<file path="src/rtl/dual_source_arbiter.sv">
// dual_source_arbiter: round-robin grant and select sequencer for a shared two-input switched bus,
// registering the selected source onto OUT with a valid flag and a bounded hold per grant.
module dual_source_arbiter #(
   parameter int WIDTH = 4,
   parameter int HOLD  = 3
) (
   input  logic             CLK,
   input  logic             RST,
   input  logic             REQ_1,
   input  logic             REQ_2,
   input  logic [WIDTH-1:0] IN_1,
   input  logic [WIDTH-1:0] IN_2,
   output logic             GNT_1,
   output logic             GNT_2,
   output logic             SEL,
   output logic [WIDTH-1:0] OUT,
   output logic             VALID
);
   localparam logic [1:0] S_IDLE = 2'd0;
   localparam logic [1:0] S_G1   = 2'd1;
   localparam logic [1:0] S_G2   = 2'd2;
   localparam logic [3:0] RELOAD = 4'(HOLD - 1);

   logic [1:0]       state_q, state_d;
   logic [3:0]       count_q, count_d;
   logic             last_q, last_d;
   logic             sel_q, sel_d;
   logic             valid_q, valid_d;
   logic [WIDTH-1:0] out_q, out_d;
   logic             g1, g2, req_cur, req_oth, rel, pick1;

   assign g1      = state_q == S_G1;
   assign g2      = state_q == S_G2;
   assign req_cur = g2 ? REQ_2 : REQ_1;
   assign req_oth = g2 ? REQ_1 : REQ_2;
   assign rel     = (g1 | g2) & (~req_cur | count_q == 4'd0);
   // last_q=1 means source 2 was served last, so source 1 wins a tie
   assign pick1   = REQ_1 & (~REQ_2 | last_q);

   always_comb begin
      state_d = state_q;
      count_d = count_q;
      last_d  = last_q;
      out_d   = out_q;
      valid_d = 1'b0;
      if (!(g1 | g2)) begin
         state_d = pick1 ? S_G1 : REQ_2 ? S_G2 : S_IDLE;
         count_d = (REQ_1 | REQ_2) ? RELOAD : count_q;
      end else begin
         if (req_cur) begin
            out_d   = g2 ? IN_2 : IN_1;
            valid_d = 1'b1;
            count_d = count_q - 4'd1;
         end
         if (rel) begin
            last_d  = g2;
            state_d = req_oth ? (g2 ? S_G1 : S_G2) : req_cur ? state_q : S_IDLE;
            count_d = RELOAD;
         end
      end
      sel_d = state_d == S_G2 ? 1'b1 : state_d == S_G1 ? 1'b0 : sel_q;
   end

   always_ff @(posedge CLK or posedge RST) begin
      if (RST) begin
         state_q <= S_IDLE;
         count_q <= 4'd0;
         last_q  <= 1'b1;
         sel_q   <= 1'b0;
         valid_q <= 1'b0;
         out_q   <= '0;
      end else begin
         state_q <= state_d;
         count_q <= count_d;
         last_q  <= last_d;
         sel_q   <= sel_d;
         valid_q <= valid_d;
         out_q   <= out_d;
      end
   end

   assign GNT_1 = g1;
   assign GNT_2 = g2;
   assign SEL   = sel_q;
   assign OUT   = out_q;
   assign VALID = valid_q;
endmodule

</file>
<file path="config.mk">
export PLATFORM = sky130hd
export DESIGN_NAME = dual_source_arbiter
export DESIGN_NICKNAME = d
export VERILOG_FILES = /design/src/rtl/dual_source_arbiter.sv
export SDC_FILE = /design/constraint.sdc
export NUM_CORES = 1
export LEC_CHECK = 0
export ABC_AREA = 0
export BUFFER_PORTS_ARGS = -buffer_cell sky130_fd_sc_hd__buf_2
export CAP_MARGIN = 20
export CORE_MARGIN = 5
export CORE_UTILIZATION = 45
export DETAILED_ROUTE_END_ITERATION = 10
export PLACE_DENSITY_LB_ADDON = 0.08
export SYNTH_ARGS = -nofsm -noshare
export SYNTH_HDL_FRONTEND = slang
export SYNTH_SLANG_ARGS = --single-unit
export TNS_END_PERCENT = 5
</file>
<file path="constraint.sdc">
create_clock -name CLK -period 2.4 [get_ports CLK]
set_input_delay 0.48 -clock CLK [delete_from_list [all_inputs] [get_ports CLK]]
set_output_delay 0.48 -clock CLK [all_outputs]
set_load 0.05 [all_outputs]
</file>
==> reports/summary.txt <==
Root Buffer = clkbuf_4
most common cell after layout, fill and taps aside = buf_2
drt first-iter violations = 3
Fin. Hold Viols = 0
Worst Skew = 8.028 ps
Worst setup SP type = flop
Avg WL per Cell = 12.68 um
1st-pass router iterations = 4
layout overhead on the synthesized area = 22.73%
#FFs+latches synth = 13
maximum clock insertion buffer count = 2
highest layer used for signal routing = met4
Power, Total = 1.452 mW
Clk pin slew, worst setup/hold paths = 80 ps
wl on met1 = 683 um
fin nets = 118
share of cells above drive strength 1 = 34.34%
H-tree Lvls = 1
total clock sinks = 13
Worst Hold Class = in -> async
RSZ-0062 raised after global routing = false
worst-path fanout max = 5
Leak = 0.4561 nW
VDD IR max = 823.2 uV
worst setup path category = reg -> reg
slowest stage cell, crit path = or4b_1
Post-Syn Instances = 75
# diodes = 0
RePlAce Congestion = 0.8773
WP data arrival = 2430 ps
Routed WL = 1.458 mm
Yosys warnings = 0
first-pass GRT wire length = 2.573 mm
Req. time, crit path = 2550 ps
HPWL after DPL = 1.191 mm
setup TNS = 0 ps
row count = 14
die width = 51.08 um
synthesized cell area = 759.5 sq um
crit-path max cell delay = 500 ps
Mapped Nets = 93
initial antenna violation count = 0
min Tclk post-route = 2282 ps
Max Slew Vio Count = 0
r2r setup slk = 120 ps
Final ANT Viol Nets = 0
Remaining Overflow, GRT = 0
Buf/Inv on CP = 1
WL met3 = 90 um
top post-synthesis cells by area = dfrtp_1 (40%), ha_1 (9.9%), mux2i_1 (6.6%)
vias in the first global route = 635
Via density = 5.504
status = finished, final reports clean
Worst Setup End Kind = flop
Max-Cap Viols = 0
crit share post-route = 95.08%
Die ar. = 2609 sq um
clk_lat worst skew = 270 ps
critical path cell sequence = inv_1 -> ha_4 -> or4b_1 -> o31ai_1 -> o21ai_2 -> a22o_1 -> ha_1 -> mux2_2
metal2 WL = 670 um
io pins = 20
I/O Buffers = 19
detailed-route DRC error count = 0
largest net degree at the start of global routing = 14
Reg2Reg Depth = 8
commonest non-fill, non-tap cells in the layout = buf_2 (19), dfrtp_1 (12), inv_1 (7), nor2_1 (7), ha_1 (5)
Total GRT Usage = 12.73%
Relative slew margins = 67.80%
Chip Height = 51.08 um
core area = 1559 sq um
Num CTS Buffers = 3
Starting Density = 48.72%
critical path depth = 8
Syn Area/Cell = 10.13 sq um
Power Density = 1557 nW/um^2
FMAX = 0.4382 GHz
post-synth top area share = 39.54%
Util after Layout = 59.79%
register area share after synthesis = 43.00%
worst-margin pin slew = 482.5 ps
# setup viols final = 0
synth unique cells = 29
via count = 633
TritonCTS clock tree = done
cell taking the most area after synthesis = dfrtp_1
CP top delay family = simple AND/OR/NAND/NOR gates
CTS Hold Bufs = 0
-- stage by stage --
stage,area (sq um),setup WS (ps),hold slack (ps),cells
final,932.1,118.0,217.2,115
after global routing,932.1,6.804,279.8,115
after CTS,915.9,27.47,234.6,114
after detailed placement,889.6,38.32,506.9,110
after global placement,889.6,128.0,485.8,110
after floorplan,775.7,18.56,356.2,75
-- per-layer routing --
metal / global-route usage [%] / up-vias
met1: 15.91 / 293
met2: 21.24 / 18
met5: 0 / -
met3: 2.326 / 2
li1: - / 320
met4: 5.830 / 0
-- Yosys cell counts --
master and count:
inv_1 7, a32o_1 1, and3_1 1, o21ai_2 1
a21oi_2 1, o21ai_0 4, a21oi_1 4, a31oi_1 3
mux2_2 2, a22oi_1 1, nand3_1 1, buf_2 1
mux2i_1 5, a21o_1 2, nor3_1 2, o31ai_1 2
dfstp_2 1, a22o_1 1, nor2_2 1, dfrtp_1 12
ha_1 6, or4b_1 1, a41oi_1 1, nor4b_1 1
nand2_1 3, buf_6 1, a31o_2 1, xnor2_1 1
nor2_1 7
-- power breakdown --
part,leakage (nW),internal [mW],switching (mW)
Clock,0.0150,0.0642,0.0677
Sequential,0.155,0.319,0.0585
Combinational,0.286,0.348,0.594
-- cell families after synthesis --
group / count (synthesis) / share of synthesized area [%]
compound gates: 22 / 19.77
xor+xnor: 1 / 1.153
fa+ha+maj: 6 / 9.884
buf+inv: 9 / 5.601
flops: 13 / 43.00
mux: 7 / 9.555
simple gates: 17 / 11.04
-- worst reg2reg max path: cells and delay by family (launching register included) --
kind	cells	cell delay, ps
AND/OR/NAND/NOR	1	500
adder cells (fa/ha/maj)	2	480
flip-flops	1	390
AO/OA/AOI/OAI	3	390
multiplexers	1	320
buffers and inverters	1	100
-- state kept, by name, summed over array words and instances (netlist names) --
signal,cells
count_q,4
state_q,2
VALID,1
OUT,4
last_q,1
SEL,1
-- final timing paths --
check                           startpoint         end
worst min register to register         SEL         SEL
min in group CLK                   IN_1[0]      OUT[0]
worst min-delay path                   RST  count_q[2]
worst max register to register  state_q[0]         SEL
worst max-delay path            state_q[0]         SEL
max in group asynchronous              RST      last_q
-- area by class of cell --
cell class | instances | area, sq um
clock buffer | 4 | 26.28
fill | 155 | 626.9
inverter | 7 | 26.28
multi-input combinational | 53 | 415.4
sequential | 13 | 326.6
tap | 16 | 20.02
timing repair buffer | 22 | 117.6
-- timing repair --
action                                  in CTS  in global routing
resized for setup                            0                  1
endpoints found under the setup margin       0                  1
buffers inserted                             0                  1
No activity file was read; power rests on OpenSTA's default activity.
